$ cat src/rtl/mat_mult_engine_if.sv
// Operand-load, control and result-stream bundle for mat_mult_engine.
// The engine takes the slave side; the loader/result-RAM side takes master.
interface mat_mult_engine_if #(
    parameter int DIM    = 8,
    parameter int DATA_W = 8,
    parameter int OUT_W  = 19
);
    localparam int AW = $clog2(DIM*DIM);
    localparam int CW = 3*AW/2 + 2;

    logic                     start;
    logic                     abort;
    logic                     ld_a_we;
    logic                     ld_b_we;
    logic [AW-1:0]            ld_addr;
    logic signed [DATA_W-1:0] ld_data;
    logic                     busy;
    logic                     done;
    logic                     res_valid;
    logic [AW-1:0]            res_addr;
    logic signed [OUT_W-1:0]  res_data;
    logic [CW-1:0]            cycle_count;

    modport master (
        output start, abort, ld_a_we, ld_b_we, ld_addr, ld_data,
        input  busy, done, res_valid, res_addr, res_data, cycle_count
    );

    modport slave (
        input  start, abort, ld_a_we, ld_b_we, ld_addr, ld_data,
        output busy, done, res_valid, res_addr, res_data, cycle_count
    );
endinterface

$ cat src/rtl/mat_mult_engine.sv
// Signed DIM x DIM matrix multiplier, one MAC per cycle, with loadable operand
// memories, start/busy/done handshake, abort, result stream and cycle counter.
module mat_mult_engine #(
    parameter int DIM    = 8,
    parameter int DATA_W = 8,
    parameter int ACC_W  = 2*DATA_W + $clog2(DIM) + 1,
    parameter int OUT_W  = 19,
    parameter int SAT    = 0,
    parameter int AW     = $clog2(DIM*DIM)
) (
    input  logic             clk,
    input  logic             reset_n,
    mat_mult_engine_if.slave bus
);
    localparam int NE = DIM*DIM;
    localparam int IW = (DIM > 1) ? $clog2(DIM) : 1;
    localparam int CW = 3*AW/2 + 2;
    localparam int PW = 2*DATA_W;
    localparam int EW = (ACC_W > OUT_W) ? ACC_W : OUT_W;

    localparam logic [IW-1:0] LAST_IDX = IW'(DIM-1);
    localparam logic [AW-1:0] DIM_A    = AW'(DIM);

    localparam logic signed [EW-1:0] SAT_MAX = {{(EW-OUT_W+1){1'b0}}, {(OUT_W-1){1'b1}}};
    localparam logic signed [EW-1:0] SAT_MIN = {{(EW-OUT_W+1){1'b1}}, {(OUT_W-1){1'b0}}};

    localparam logic [1:0] IDLE  = 2'd0;
    localparam logic [1:0] RUN   = 2'd1;
    localparam logic [1:0] DRAIN = 2'd2;

    logic [1:0]               state;
    logic [IW-1:0]            i_idx, j_idx, k_idx;
    logic                     drain_cnt;
    logic                     done_q;
    logic [CW-1:0]            cycle_cnt;
    logic                     abort_now;

    logic signed [DATA_W-1:0] mem_a [NE];
    logic signed [DATA_W-1:0] mem_b [NE];
    logic signed [DATA_W-1:0] a_q, b_q;
    logic [AW-1:0]            addr_a, addr_b, addr_c;

    logic                     s1_valid, s1_first, s1_last;
    logic [AW-1:0]            s1_addr;
    logic signed [PW-1:0]     prod;
    logic signed [ACC_W-1:0]  acc, acc_base, acc_next;
    logic signed [EW-1:0]     acc_ext;
    logic signed [OUT_W-1:0]  res_sat;
    logic                     res_valid_q;
    logic [AW-1:0]            res_addr_q;
    logic signed [OUT_W-1:0]  res_data_q;

    assign abort_now = bus.abort && (state != IDLE);

    always_comb begin
        addr_a = AW'(i_idx) * DIM_A + AW'(k_idx);
        addr_b = AW'(k_idx) * DIM_A + AW'(j_idx);
        addr_c = AW'(i_idx) * DIM_A + AW'(j_idx);
    end

    // Operand memories are loadable only while idle and are never reset.
    always_ff @(posedge clk) begin
        if (state == IDLE && int'(bus.ld_addr) < NE) begin
            if (bus.ld_a_we) mem_a[bus.ld_addr] <= bus.ld_data;
            if (bus.ld_b_we) mem_b[bus.ld_addr] <= bus.ld_data;
        end
        a_q <= mem_a[addr_a];
        b_q <= mem_b[addr_b];
    end

    // Product, accumulate (restarting on k==0) and the output width conversion.
    always_comb begin
        prod     = PW'(a_q) * PW'(b_q);
        acc_base = acc;
        if (s1_first) acc_base = '0;
        acc_next = acc_base + ACC_W'(prod);
        acc_ext  = EW'(acc_next);
        res_sat  = acc_ext[OUT_W-1:0];
        if (SAT != 0) begin
            if (acc_ext > SAT_MAX)      res_sat = SAT_MAX[OUT_W-1:0];
            else if (acc_ext < SAT_MIN) res_sat = SAT_MIN[OUT_W-1:0];
        end
    end

    // Sequencer: k fastest, then j, then i; two drain cycles flush the pipeline.
    // The acceptance cycle itself is counted, so a full run ends at DIM^3+3.
    always_ff @(posedge clk or negedge reset_n) begin
        if (!reset_n) begin
            state     <= IDLE;
            i_idx     <= '0;
            j_idx     <= '0;
            k_idx     <= '0;
            drain_cnt <= 1'b0;
            done_q    <= 1'b0;
            cycle_cnt <= '0;
        end else begin
            case (state)
                IDLE: begin
                    if (bus.start) begin
                        state     <= RUN;
                        done_q    <= 1'b0;
                        cycle_cnt <= CW'(1);
                        i_idx     <= '0;
                        j_idx     <= '0;
                        k_idx     <= '0;
                    end
                end
                RUN: begin
                    cycle_cnt <= cycle_cnt + CW'(1);
                    if (abort_now) begin
                        state <= IDLE;
                        i_idx <= '0;
                        j_idx <= '0;
                        k_idx <= '0;
                    end else if (k_idx != LAST_IDX) begin
                        k_idx <= k_idx + IW'(1);
                    end else begin
                        k_idx <= '0;
                        if (j_idx != LAST_IDX) begin
                            j_idx <= j_idx + IW'(1);
                        end else begin
                            j_idx <= '0;
                            if (i_idx != LAST_IDX) begin
                                i_idx <= i_idx + IW'(1);
                            end else begin
                                i_idx     <= '0;
                                state     <= DRAIN;
                                drain_cnt <= 1'b0;
                            end
                        end
                    end
                end
                DRAIN: begin
                    cycle_cnt <= cycle_cnt + CW'(1);
                    if (abort_now) begin
                        state <= IDLE;
                    end else if (drain_cnt) begin
                        state  <= IDLE;
                        done_q <= 1'b1;
                    end else begin
                        drain_cnt <= 1'b1;
                    end
                end
                default: state <= IDLE;
            endcase
        end
    end

    // Two-stage MAC pipeline: registered operand read, then accumulate/emit.
    always_ff @(posedge clk or negedge reset_n) begin
        if (!reset_n) begin
            s1_valid    <= 1'b0;
            s1_first    <= 1'b0;
            s1_last     <= 1'b0;
            s1_addr     <= '0;
            acc         <= '0;
            res_valid_q <= 1'b0;
            res_addr_q  <= '0;
            res_data_q  <= '0;
        end else if (abort_now) begin
            s1_valid    <= 1'b0;
            s1_first    <= 1'b0;
            s1_last     <= 1'b0;
            acc         <= '0;
            res_valid_q <= 1'b0;
        end else begin
            s1_valid    <= (state == RUN);
            s1_first    <= (k_idx == '0);
            s1_last     <= (k_idx == LAST_IDX);
            s1_addr     <= addr_c;
            res_valid_q <= s1_valid && s1_last;
            if (s1_valid) begin
                acc <= acc_next;
                if (s1_last) begin
                    res_addr_q <= s1_addr;
                    res_data_q <= res_sat;
                end
            end
        end
    end

    assign bus.busy        = (state != IDLE);
    assign bus.done        = done_q;
    assign bus.res_valid   = res_valid_q;
    assign bus.res_addr    = res_addr_q;
    assign bus.res_data    = res_data_q;
    assign bus.cycle_count = cycle_cnt;
endmodule

$ cat src/flat_wrapper.sv
// flat-port wrapper written by rule: the top's interface ports become plain ports
module mat_mult_engine_flat 
#(
    parameter int DIM    = 8,
    parameter int DATA_W = 8,
    parameter int ACC_W  = 2*DATA_W + $clog2(DIM) + 1,
    parameter int OUT_W  = 19,
    parameter int SAT    = 0,
    parameter int AW     = $clog2(DIM*DIM)
)
  (clk, reset_n, bus_start, bus_abort, bus_ld_a_we, bus_ld_b_we, bus_ld_addr, bus_ld_data, bus_busy, bus_done, bus_res_valid, bus_res_addr, bus_res_data, bus_cycle_count);
  mat_mult_engine_if #(.DIM(DIM), .DATA_W(DATA_W), .OUT_W(OUT_W)) bus_i ();
  input  logic clk;
  input  logic reset_n;
  input wire logic [$bits(bus_i.start)-1:0] bus_start;
  input wire logic [$bits(bus_i.abort)-1:0] bus_abort;
  input wire logic [$bits(bus_i.ld_a_we)-1:0] bus_ld_a_we;
  input wire logic [$bits(bus_i.ld_b_we)-1:0] bus_ld_b_we;
  input wire logic [$bits(bus_i.ld_addr)-1:0] bus_ld_addr;
  input wire logic [$bits(bus_i.ld_data)-1:0] bus_ld_data;
  output wire logic [$bits(bus_i.busy)-1:0] bus_busy;
  output wire logic [$bits(bus_i.done)-1:0] bus_done;
  output wire logic [$bits(bus_i.res_valid)-1:0] bus_res_valid;
  output wire logic [$bits(bus_i.res_addr)-1:0] bus_res_addr;
  output wire logic [$bits(bus_i.res_data)-1:0] bus_res_data;
  output wire logic [$bits(bus_i.cycle_count)-1:0] bus_cycle_count;
  assign bus_i.start = bus_start;
  assign bus_i.abort = bus_abort;
  assign bus_i.ld_a_we = bus_ld_a_we;
  assign bus_i.ld_b_we = bus_ld_b_we;
  assign bus_i.ld_addr = bus_ld_addr;
  assign bus_i.ld_data = bus_ld_data;
  assign bus_busy = bus_i.busy;
  assign bus_done = bus_i.done;
  assign bus_res_valid = bus_i.res_valid;
  assign bus_res_addr = bus_i.res_addr;
  assign bus_res_data = bus_i.res_data;
  assign bus_cycle_count = bus_i.cycle_count;
  mat_mult_engine #(.DIM(DIM), .DATA_W(DATA_W), .ACC_W(ACC_W), .OUT_W(OUT_W), .SAT(SAT), .AW(AW)) u_core (.clk(clk), .reset_n(reset_n), .bus(bus_i));
endmodule
$ cat config.mk
export PLATFORM = sky130hd
export DESIGN_NAME = mat_mult_engine_flat
export DESIGN_NICKNAME = d
export VERILOG_FILES = /design/src/rtl/mat_mult_engine_if.sv /design/src/rtl/mat_mult_engine.sv /design/src/flat_wrapper.sv
export SDC_FILE = /design/constraint.sdc
export NUM_CORES = 1
export LEC_CHECK = 0
export CAP_MARGIN = 40
export CELL_PAD_IN_SITES_DETAIL_PLACEMENT = 0
export CELL_PAD_IN_SITES_GLOBAL_PLACEMENT = 2
export CORE_UTILIZATION = 40
export DETAILED_ROUTE_END_ITERATION = 12
export GPL_ROUTABILITY_DRIVEN = 0
export PLACE_DENSITY_LB_ADDON = 0.2
export SLEW_MARGIN = 40
export SYNTH_ARGS = -nofsm -noshare
export SYNTH_HDL_FRONTEND = slang
export SYNTH_SLANG_ARGS = --single-unit
$ cat constraint.sdc
create_clock -name clk -period 5.75 [get_ports clk]
set_clock_uncertainty 0.1 [all_clocks]
set_input_delay 0.575 -clock clk [delete_from_list [all_inputs] [get_ports clk]]
set_output_delay 0.575 -clock clk [all_outputs]
set_load 0.02 [all_outputs]
=== After elaboration in Yosys (flattened, before gate mapping) ===
Memory sizes are Yosys's and may differ from the RTL's. A register that Yosys moved wholly into a read port is not among the register bits.
Index checks and enable logic that the tools add are counted.

* Add/subtract/negate cells: 8
* Multipliers: 1
* Div/mod/pow operators: 0
* $lt $le $gt $ge: 0
* Equality and inequality tests: 17
* Shifts and indexed selects: 0
* Multiplexer cells: 46
* Bitwise operators: 1
* Reduce and logical (&&, ||, !) cells: 19

{| class="wikitable"
|+ Operators by type and width
! cell !! number
|-
| 20-bit 2-to-1 mux || 3
|-
| 3-bit 2-to-1 mux || 10
|-
| 11-bit case mux with 2 select lines || 1
|-
| 20-bit by 16-bit adder with 20-bit output || 1
|-
| 6-bit by 3-bit adder with 6-bit output || 3
|-
| 1-bit 2-to-1 mux || 18
|-
| 3-bit case mux with 2 select lines || 3
|-
| 8-bit by 8-bit multiplier with 16-bit output || 1
|-
| 2-bit 2-to-1 mux || 7
|-
| 2-bit != test (second input constant) || 6
|-
| 2-bit nonzero test || 6
|-
| 11-bit by 1-bit adder with 11-bit output (second input constant) || 1
|-
| 11-bit 2-to-1 mux || 1
|-
| 3-bit by 1-bit adder with 3-bit output (second input constant) || 3
|-
| 3-bit by 2-bit != test with 1-bit output (second input constant) || 3
|-
| 3-bit != test (second input constant) || 3
|-
| 4-bit AND reduction || 2
|-
| 2-bit case mux with 3 select lines || 1
|-
| 3-bit AND reduction || 2
|-
| 6-bit AND reduction || 1
|-
| 5-bit AND reduction || 1
|-
| 1-bit case mux with 2 select lines || 2
|-
| 2-bit AND reduction || 2
|-
| 3-bit equality test (second input constant) || 1
|-
| other kinds (9) || 10
|}

* Flip-flop bits (word level): 79
* Latch bits: 0
* RAM bits: 1024
* Memory bits (read-only): 0
* Input bits: 20
* Output and inout port bits: 39
* Logic and storage cells: 109
* Memories: 2

{| class="wikitable"
|+ Memory list
! memory !! depth !! bits a word !! read ports !! clocked after Yosys merged registers in !! write ports !! line !! source
|-
| u_core.mem_a || 64 || 8 || 1 || 1 || 1 || mat_mult_engine.sv:38 || <nowiki>logic signed [DATA_W-1:0] mem_a [NE];</nowiki>
|-
| u_core.mem_b || 64 || 8 || 1 || 1 || 1 || mat_mult_engine.sv:39 || <nowiki>logic signed [DATA_W-1:0] mem_b [NE];</nowiki>
|}

=== Longest topological paths before layout ===
Gate-level depths: netlist of the first run.

* Depth after elaboration: 6
* Mapped depth: 19
* Mapped depth without buffers: 18

=== Worst setup path after synthesis of the first run ===
No wires, ideal clock.

* Kind: reg-to-reg
* Start point: reg u_core.b_q[0], read port of u_core.mem_b
* End point: reg u_core.res_data_q[18], in the netlist u_core.bus.res_data[18]
* Library setup time: 0.087 ns
* Arrival time: 5.083 ns
* Slack: 0.480 ns
* Cell stages (with the launch flop): 16
* Buffers on the path: 0
* Cell sequence: dfxtp_1 and2_1 inv_1 fa_1 inv_1 fa_1 fa_1 fa_1 fa_1 ha_1 o21a_1 o31a_1 o21bai_1 a31oi_1 or4_1 o211ai_1

* Longest elaborated chain between the ends: 2

{| class="wikitable"
|+ Ends and longest elaborated chain
! what !! line !! source
|-
| from (decl) || mat_mult_engine.sv:40 || <nowiki>logic signed [DATA_W-1:0] a_q, b_q;</nowiki>
|-
| 8-bit by 8-bit multiplier with 16-bit output || mat_mult_engine.sv:73 || <nowiki>prod = PW'(a_q) * PW'(b_q);</nowiki>
|-
| 20-bit by 16-bit adder with 20-bit output || mat_mult_engine.sv:76 || <nowiki>acc_next = acc_base + ACC_W'(prod);</nowiki>
|-
| to (signal assigned) || mat_mult_engine.sv:176 || <nowiki>res_data_q <= res_sat;</nowiki>
|-
| to (decl) || mat_mult_engine.sv:51 || <nowiki>logic signed [OUT_W-1:0] res_data_q;</nowiki>
|}

No other way between the ends.
A chain may end at the register's enable or synchronous reset.

=== Worst setup path after layout of the first run ===
* Start point: reg u_core.b_q[1], read port of u_core.mem_b
* End point: reg u_core.res_data_q[18], in the netlist u_core.bus.res_data[18]

The elaborated chain is that of the path after synthesis.

==> impl_metrics.ini, run 1 <==
[logic_synthesis]
ys_seq_area_frac = 0.7057
synth-edff-count = 1024
ys_seq_elements = 1118
yosysUniqueCellTypes = 61
async_reset_ff_frac = 0.06977
synthesis.instances = 2411
yosysWarnings = 0
synth_area_sq_mm = 0.04679
syn_avg_cell_area_sq_um = 19.41
synthesis.nets = 2570
yosys_most_used_dff = edfxtp_1

[worst_setup_path]
cp_max_fo = 11
path_depth = 13
cp.required_ps = 6270
slowest_delay_ps = 610
endpoint_kind = register
path_common_cell = fa_1
cp_slowest_cell = and2_1
reg2reg_to = u_core.bus.res_data[18]
crit_family = adder cells
crit_arrival_ps = 5890
critPathBufInv = 0
rr_startpoint = u_core.b_q[1]
start_kind = register
critical_path_class = reg -> reg
reg2reg_depth = 13
r2r_slack_ps = 380
cp_cell_sequence = and2_1 -> fa_1 -> fa_1 -> fa_1 -> fa_1 -> ha_1 -> ha_1 -> o21a_1 -> o31a_1 -> o21bai_1 -> a31oi_1 -> or4_1 -> o211ai_1

[drt]
wl_met3_mm = 5.387
route.met2.wl_mm = 53.71
avgViaCountPerCell = 5.464
wl_per_cell_microns = 26.63
via_count = 22590
top_layer = met4
drt-met1-wl_mm = 48.74
drc = 0
drt-initial-drc-count = 1758
drt-total-wl_mm = 110.1
ant_nets = 0
drt_pre_antenna_iters = 7

[timing]
tightest_slew_ps = 897.7
drv_slew = 0
rsz0062_at_grt = no
min_period_ps = 5367
slew_headroom = 0.4001
min_period_over_period = 0.9335
fmax_mhz = 186.3
finalSetupViolations = 0
hold_viol = 0
finalSetupTns_ps = 0

[final_layout]
drive_gt1_frac = 0.2360
final_common_cell = edfxtp_1
syn_to_final_growth_pct = 13.23
layout_common_cells = edfxtp_1 (1024), mux4_2 (320), nand2_1 (150)
fillers = 9835
fin_nets = 2674
antenna_cells = 0
design_area_sq_mm = 0.05298

[clock_tree]
numCtsBuffers = 117
cts_sinks = 1118
clk_latency_ps = 710
clkSlewWorstSetupHoldPaths_ps = 60
h-tree-depth = 3
cts_tree = yes
cts_resized = 0
clk_path_buf_depth = 3
clock-root-buffer = clkbuf_16

[floorplan]
row_count = 125
die_y_microns = 344.0
core-area_sq_mm = 0.1160
io_pins = 59
die_w_microns = 344.0
dieArea_sq_mm = 0.1184
initial_core_util = 0.4032

[run]
maxCapViolCount = 0

[global_routing]
grt-ovfl-total = 0
grt_pass1_wl_mm = 164.1
grt_max_degree = 93
track_usage = 0.1902
first_global_vias = 23910
grt_antenna_before_repair = 0

[placed_design]
place_area_sq_mm = 0.04916
place_hpwl_mm = 69.84
port-buffer-count = 58

[status]
run_status = complete, no violations

[hold_path]
hp-class = in -> async
-- per-layer routing --
layer,global-route usage,vias to the layer above
li1,-,9719
met1,0.2734,12180
met2,0.3039,552
met3,0.02657,136
met4,0.05430,0
met5,0,-
-- sequential cells by signal (all words and copies together), names as in the netlist, 6 cells and up --
name,count
u_core.mem_a,512
u_core.s1_addr,6
u_core.bus.res_addr,6
u_core.bus.cycle_count,11
u_core.mem_b,512
u_core.a_q,8
u_core.bus.res_data,19
u_core.acc,19
u_core.b_q,8
-- repair_timing --
action,4_1_cts,5_1_grt
endpoints found under the hold margin,78,0
setup buffers,0,0
hold buffers,1,0
-- worst max-delay path by stage --
stage                  start                       to  slack (ps)
2_1_floorplan  u_core.b_q[0]  u_core.bus.res_data[18]         480
3_3_place_gp   u_core.b_q[1]  u_core.bus.res_data[13]         440
3_5_place_dp   u_core.b_q[1]  u_core.bus.res_data[13]         380
4_1_cts        u_core.b_q[1]  u_core.bus.res_data[13]         370
5_1_grt        u_core.a_q[7]  u_core.bus.res_data[18]         140
6_report       u_core.b_q[1]  u_core.bus.res_data[18]         380
-- metrics by stage --
step | instances | hold slack [ps] | utilization | setup WS (ps)
after floorplan | 2411 | 179.4 | - | 480.3
after global placement | 3914 | 262.2 | 0.4227 | 436.1
after detailed placement | 3916 | 269.2 | 0.4236 | 381.0
after CTS | 4131 | 40.80 | 0.4551 | 368.8
after global routing | 4134 | 73.24 | 0.4565 | 138.4
final | 4134 | 87.35 | 0.4565 | 382.5
-- synthesized netlist by cell type (3+ instances only) --
master    count  share of area
a211oi_1      5        0.00080
a21o_1        4        0.00064
a21oi_1      12         0.0013
a22oi_1      32         0.0051
a31oi_1       5        0.00067
and2_1       39         0.0052
and3_1        3        0.00040
buf_1         9        0.00072
buf_2        21         0.0022
buf_4         3        0.00048
buf_6        12         0.0029
clkbuf_1     67         0.0054
dfrtp_1      78          0.042
dfxtp_1      16         0.0068
edfxtp_1   1024           0.66
fa_1         84          0.036
ha_1         55          0.015
inv_1       105         0.0084
mux2_2        3        0.00072
mux2i_1      13         0.0028
mux4_2      320           0.15
nand2_1     151          0.012
nand2b_1     13         0.0017
nand3_1      14         0.0015
nand3b_1     13         0.0021
nand4_1       7        0.00094
nor2_1      168          0.013
nor2b_1      24         0.0032
nor3_1        6        0.00064
o21a_1        5        0.00080
o21ai_0      22         0.0024
o21ai_1      10         0.0011
o221ai_1      3        0.00056
or3_1         8         0.0011
or3b_2        4        0.00075
xnor2_1      12         0.0022
xor2_1        9         0.0017
-- cell type report --
cell class | count | area (sq um) | area share
repair buffers | 98 | 993.5 | 0.01875
flip-flops and latches | 1118 | 33040 | 0.6236
inverters | 106 | 397.9 | 0.007510
well taps | 1524 | 1907 | 0.03599
clock buffers | 146 | 3058 | 0.05772
clock inverters | 68 | 581.8 | 0.01098
multi-input cells | 1074 | 13000 | 0.2454
-- cells by family (layout without fill, tap and decap cells) --
logic type / Yosys count / in the layout / share of synthesized area
xor+xnor: 21 / 21 / 0.003931
buf+inv: 219 / 418 / 0.02032
mux: 336 / 336 / 0.1575
flops: 1118 / 1118 / 0.7057
simple gates: 463 / 463 / 0.04527
compound gates: 115 / 115 / 0.01658
fa+ha+maj: 139 / 139 / 0.05065
Power of run 1 is left out: the tool's default activity adds up to more than one toggle a clock period on the data nets, which glitch-free logic cannot reach.
==> run 2: changes to the inputs <==
--- a/config.mk
+++ b/config.mk
@@ -8,6 +8,7 @@
 export CAP_MARGIN = 40
 export CELL_PAD_IN_SITES_DETAIL_PLACEMENT = 0
 export CELL_PAD_IN_SITES_GLOBAL_PLACEMENT = 2
+export CORE_MARGIN = 5
 export CORE_UTILIZATION = 40
 export DETAILED_ROUTE_END_ITERATION = 12
 export GPL_ROUTABILITY_DRIVEN = 0
==> impl_metrics.ini, run 2 (same netlist as run 1, synthesis figures left out) <==
[floorplan]
dieArea_sq_mm = 0.1239
io_pins = 59
die_w_microns = 352.0
row_count = 125
die_y_microns = 352.0
initial_core_util = 0.4027
core-area_sq_mm = 0.1162

[global_routing]
track_usage = 0.1789
grt_max_degree = 93
grt_antenna_before_repair = 0
grt_pass1_wl_mm = 164.7
grt-ovfl-total = 0
first_global_vias = 23770

[timing]
finalSetupViolations = 0
holdWs_ps = 167.6
min_period_ps = 5404
drv_slew = 0
fmax_mhz = 185.0
slew_headroom = 0.3685
hold_viol = 0
rsz0062_at_grt = no
finalSetupTns_ps = 0
min_period_over_period = 0.9398
tightest_slew_ps = 945.0

[clock_tree]
hold_buffers = 1
cts_sinks = 1118
clock-root-buffer = clkbuf_16
clk_path_buf_depth = 3
cts_resized = 0
cts_tree = yes
h-tree-depth = 3
post_cts_buffers = 0
numCtsBuffers = 115
clk_latency_ps = 720
clkSlewWorstSetupHoldPaths_ps = 70

[final_layout]
drive_gt1_frac = 0.2327
final_util = 0.4571
fin_nets = 2673
largestRegisters = u_core.mem_a: 512 flops, u_core.mem_b: 512 flops
layout_common_cells = edfxtp_1 (1024), mux4_2 (320), nand2_1 (148)
syn_to_final_growth_pct = 13.53
final_common_cell = edfxtp_1
fillers = 9725

[worst_setup_path]
endpoint_kind = register
cp.required_ps = 6210
rr_startpoint = u_core.b_q[1]
critical_path_class = reg -> reg
r2r_slack_ps = 350
reg2reg_depth = 13
crit_arrival_ps = 5870
crit_start = u_core.b_q[1]
start_kind = register
cp_max_fo = 11
reg2reg_to = u_core.bus.res_data[13]

[drt]
via_count = 22520
ant_nets = 0
wl_per_cell_microns = 26.88
drc = 0
drt-initial-drc-count = 1990
drt-total-wl_mm = 111.1
drt_pre_antenna_iters = 5
avgViaCountPerCell = 5.449

[status]
run_status = complete, no violations

[placed_design]
port-buffer-count = 58
place_hpwl_mm = 70.35

[hold_path]
hp-class = in -> reg
hold_end = u_core.mem_a[15][3]
whs_path_depth = 1
hold_start = bus_ld_data[3]

[run]
maxCapViolCount = 0
==> run 2: cell types whose count changed in the layout (fill, tap and decap cells not counted), moves of 4 or more <==
cell / delta
nor2_1: +21
nor2_2: -21
bufinv_16: +6
clkinv_8: -4
clkbuf_1: -14
==> run 2: worst max-delay path by stage <==
stage	slack, ps	to	cells past startpoint
2_1_floorplan	480	u_core.bus.res_data[18]	15
3_3_place_gp	450	u_core.acc[13]	16
3_5_place_dp	360	u_core.bus.res_data[13]	13
4_1_cts	330	u_core.bus.res_data[13]	13
5_1_grt	60	u_core.bus.res_data[13]	13
6_report	350	u_core.bus.res_data[13]	13
==> run 2: critical path, cell delays in order (launching register included) <==
cell and delay [ps]:
dfxtp_1 480, and2_1 570, fa_1 540, fa_1 500, fa_1 570, fa_1 410, ha_1 300, ha_1 220
or2_1 260, a211oi_1 420, nor2_1 140, or3_1 400, xnor2_1 240, o21ai_1 90
==> run 2: final cells by class <==
class                      count  area, sq um  share of cell area
clock inverter                80        835.8             0.01573
tap                         1524         1907             0.03590
timing repair buffer          99         1027             0.01934
multi-input combinational   1074        12950              0.2438
clock buffer                 131         2958             0.05568
antenna                        1        2.502          0.00004711
inverter                     106        397.9            0.007490
sequential                  1118        33040              0.6220
==> run 2: routing by layer <==
layer	up-vias	track usage	wire length (microns)
met5	-	0	0
met4	0	0.04370	2081
met3	124	0.02950	5490
met2	550	0.2866	53650
met1	12130	0.2592	49880
li1	9719	-	-
==> run 2: per-stage QoR <==
step | instance area [sq um] | setup slack, ps | std cells
after global routing | 53120 | 64.01 | 4132
after floorplan | 46790 | 480.3 | 2411
after global placement | 49010 | 452.0 | 3912
after detailed placement | 49150 | 355.6 | 3917
after CTS | 52950 | 325.4 | 4129
final | 53120 | 346.0 | 4133
Power of run 2 is left out for the same reason.
==> run 3: changes to the inputs <==
--- a/config.mk
+++ b/config.mk
@@ -8,7 +8,7 @@
 export CAP_MARGIN = 40
 export CELL_PAD_IN_SITES_DETAIL_PLACEMENT = 0
 export CELL_PAD_IN_SITES_GLOBAL_PLACEMENT = 2
-export CORE_MARGIN = 5
+export CORE_MARGIN = 2
 export CORE_UTILIZATION = 40
 export DETAILED_ROUTE_END_ITERATION = 12
 export GPL_ROUTABILITY_DRIVEN = 0
==> impl_metrics.ini, run 3 (same netlist as run 1, synthesis figures left out) <==
[floorplan]
initial_core_util = 0.4032
die_y_microns = 346.0
core-area_sq_mm = 0.1160
dieArea_sq_mm = 0.1197
row_count = 125
io_pins = 59
die_w_microns = 346.0

[worst_setup_path]
crit_family = adder cells
crit_arrival_ps = 5790
endpoint_kind = register
rr_startpoint = u_core.a_q[7]
cp_slowest_cell = fa_1
cp_cell_sequence = and2_1 -> fa_1 -> fa_1 -> fa_1 -> fa_1 -> ha_1 -> ha_1 -> or2_1 -> a211oi_1 -> nor2_1 -> or3_1 -> xnor2_1 -> o21ai_1
r2r_slack_ps = 410
critPathBufInv = 0
cp_max_fo = 11
reg2reg_depth = 13
slowest_delay_ps = 570
cp.required_ps = 6200
path_common_cell = fa_1
start_kind = register
reg2reg_to = u_core.acc[13]
critical_path_class = reg -> reg

[global_routing]
grt_antenna_before_repair = 3
grt_pass1_wl_mm = 161.8
grt-ovfl-total = 0
track_usage = 0.1836
first_global_vias = 23630
grt_max_degree = 97

[drt]
drt_pre_antenna_iters = 5
ant_nets = 0
wl_per_cell_microns = 26.34
avgViaCountPerCell = 5.414
drc = 0
drt-total-wl_mm = 109.1
drt-initial-drc-count = 2131
via_count = 22430

[clock_tree]
clk_path_buf_depth = 3
cts_sinks = 1118
clkSlewWorstSetupHoldPaths_ps = 60
cts_resized = 0
cts_tree = yes
clock-root-buffer = clkbuf_16
clk_latency_ps = 750
numCtsBuffers = 115
h-tree-depth = 3

[timing]
rsz0062_at_grt = no
slew_headroom = 0.3788
fmax_mhz = 187.2
hold_viol = 0
tightest_slew_ps = 929.5
drv_slew = 0
min_period_over_period = 0.9290
finalSetupTns_ps = 0
min_period_ps = 5342
finalSetupViolations = 0

[final_layout]
regArea_sq_mm = 0.03304
largestRegisters = u_core.mem_a: 512 flops, u_core.mem_b: 512 flops
final_common_cell = edfxtp_1
syn_to_final_growth_pct = 14.06
fin_nets = 2678
antenna_cells = 0
multi_input_area_sq_mm = 0.01297
drive_gt1_frac = 0.2345
layout_common_cells = edfxtp_1 (1024), mux4_2 (320), nand2_1 (148)
fillers = 9829

[placed_design]
port-buffer-count = 58
place_hpwl_mm = 70.17

[hold_path]
hp-class = in -> async

[run]
maxCapViolCount = 0

[status]
run_status = complete, no violations
[run 3: worst max-delay path by stage]
stage                     depth (start not counted)          start  slack [ps]                 endpoint
after floorplan                                  15  u_core.b_q[0]         480  u_core.bus.res_data[18]
after global placement                           13  u_core.b_q[1]         490           u_core.acc[13]
after detailed placement                         13  u_core.b_q[1]         390           u_core.acc[13]
after CTS                                        13  u_core.b_q[1]         360           u_core.acc[17]
after global routing                             13  u_core.a_q[7]         110           u_core.acc[17]
final                                            13  u_core.a_q[7]         410           u_core.acc[13]
[run 3: per-stage QoR]
step / hold slack (ps) / area [sq um] / utilization / setup WS, ps / cells
CTS: 31.73 / 53150 / 0.4580 / 355.7 / 4138
detailed placement: 308.3 / 49150 / 0.4236 / 395.0 / 3921
floorplan: 179.4 / 46790 / - / 480.3 / 2411
finish: 98.12 / 53370 / 0.4599 / 408.2 / 4142
global placement: 299.4 / 49060 / 0.4228 / 485.9 / 3917
global route: 65.60 / 53370 / 0.4599 / 105.5 / 4142
[run 3: what timing repair did]
action                                  4_1_cts  5_1_grt
buffers inserted                              0        0
endpoints found under the setup margin        0        0
hold buffers                                  1        0
hold endpoints to repair                     13        0
[run 3: area by class of cell]
class	instances	area share
clock buffer	138	0.05572
inverter	106	0.007455
multi-input combinational	1074	0.2431
clock inverter	78	0.01901
tap	1524	0.03573
sequential	1118	0.6190
timing repair buffer	104	0.01997
[run 3: routing by layer]
metal  global-route usage  routed length, microns  vias to the layer above
met5                    0                      34                        -
met4              0.04893                    2682                        6
met3              0.03363                    5577                      159
met2               0.2945                   52410                      544
met1               0.2595                   48380                    11990
li1                     -                       -                     9723
[run 3: worst reg2reg max path: cells and delay by family (launching register included)]
kind	cells	cell delay (ps)
fa+ha+maj	6	2520
simple gates	4	1360
compound gates	2	520
flops	1	480
xor+xnor	1	210
Power of run 3 is left out for the same reason.
==> RTL edit, RTL diff (settings of run 3) <==
`SAT` is set to 0 in 2 places; all go to 1.
--- a/src/rtl/mat_mult_engine.sv
+++ b/src/rtl/mat_mult_engine.sv
@@ -5,7 +5,7 @@
     parameter int DATA_W = 8,
     parameter int ACC_W  = 2*DATA_W + $clog2(DIM) + 1,
     parameter int OUT_W  = 19,
-    parameter int SAT    = 0,
+    parameter int SAT    = 1,
     parameter int AW     = $clog2(DIM*DIM)
 ) (
     input  logic             clk,
--- a/src/flat_wrapper.sv
+++ b/src/flat_wrapper.sv
@@ -5,7 +5,7 @@
     parameter int DATA_W = 8,
     parameter int ACC_W  = 2*DATA_W + $clog2(DIM) + 1,
     parameter int OUT_W  = 19,
-    parameter int SAT    = 0,
+    parameter int SAT    = 1,
     parameter int AW     = $clog2(DIM*DIM)
 )
   (clk, reset_n, bus_start, bus_abort, bus_ld_a_we, bus_ld_b_we, bus_ld_addr, bus_ld_data, bus_busy, bus_done, bus_res_valid, bus_res_addr, bus_res_data, bus_cycle_count);
Behaviour: same outputs for any inputs over 4 cycles, from zero or initial values and one cycle with reset_n low; that may be too few to reach the edited logic, so the function may still have changed.
==> RTL edit against run 3 <==
  * Routed wire length is 0.29% lower
  * Worst setup slack worse by 0.052 ns
  * Synthesized area is 0.51% higher
  * Synthesized cell count is 0.95% lower
  * Cell area is 0.43% lower
  * Global-route usage is 0.091 points lower
  * Sequential cell count is 1 higher
Power is not shown: default switching activity piles up to over one toggle a cycle in this logic, so the estimate is an artifact.
==> RTL edit: results (changes against run 3) <==
metric	value	unit	change
placed_cell_area	49500	µm²	+0.70%
met2_length	52.1	mm	-0.68%
crit_arrival	5.91	ns	+0.12 ns
hp-class	primary input to flip-flop		
drtIter0Drc	1813		-15%
insertion_delay	0.71	ns	-0.04 ns
max_stage_delay	0.70	ns	+0.13 ns
dp_hpwl	68.6	mm	-2.2%
synth_common_cells	1024 x edfxtp_1, 336 x mux4_2, 172 x nor2_1		
synth-seq-area-share	70.3	%	-0.31 points
placed_cells	3902		-0.48%
yosysUniqueCellTypes	56		-8.2%
crit_end	u_core.bus.res_data[0]		
topRoutingLayerUsed	met4		
wl_met1	47.7	mm	-1.4%
slowest_stage	fa_2		
layoutNonFillerInstCount	4109		-0.80%
grt_usage	18.3	%	-0.091 points
syn_nets	2553		-0.66%
hold_slack	0.250	ns	+0.152 ns
antenna_found_initial	5		+2
use_met3	3.82	%	+0.46 points
synth_compound_area_share	1.56	%	-0.096 points
grt_max_degree	92		-5.2%
slew_headroom	44.1	%	+6.2 points
cp_max_fo	16		+5
via_count	22400		-0.26%
gr-usage-met1	25.8	%	-0.17 points
outcome	finished, final reports clean		
numCtsBuffers	112		-2.6%
synth-adder-area-share	5.26	%	+0.20 points
yosys.area_share.xor_xnor	0.447	%	+0.054 points
yosys-top-cells-area	edfxtp_1 65%, mux4_2 16%, dfrtp_1 4.2%		
ff2ff_setup_slack	0.36	ns	-0.05 ns
synthMuxAreaShare	16.6	%	+0.84 points
grt_pass1_wl	161	mm	-0.61%
multi_input_area	13200	µm²	+1.9%
worstSetupStartpoint	u_core.b_q[2]		
synth_area_per_cell	19.7	µm²	+1.5%
grt_pass1_vias	23400		-1.1%
rr_worst_depth	16		+3
top_regs	u_core.mem_a: 512 flops, u_core.mem_b: 512 flops, u_core.acc: 20 flops		
drive_gt1_share	23.6	%	+0.18 points
==> RTL edit: cell types whose count changed after synthesis, moves of 6 or more <==
cell / before / now
a21oi_1: 12 / 31
a22oi_1: 32 / 0
buf_2: 21 / 11
buf_4: 3 / 9
clkbuf_1: 67 / 73
inv_1: 105 / 92
mux2i_1: 13 / 20
mux4_2: 320 / 336
nand2_1: 151 / 106
nand3b_1: 13 / 3
nor2b_1: 24 / 31
o21ai_0: 22 / 8
o21ai_1: 10 / 44
==> RTL edit: timing repair <==
action,CTS,global route
setup endpoints to repair,0,3
hold buffers,1,0
hold endpoints to repair,79,0
gates resized for setup,0,1
==> RTL edit: layout make-up <==
type | count | share of cell area [%]
flip-flops and latches | 1119 | 62.2
clock inverters | 64 | 1.05
inverters | 96 | 0.678
repair buffers | 106 | 2.01
well taps | 1524 | 3.59
clock buffers | 142 | 5.58
multi-input cells | 1058 | 24.9
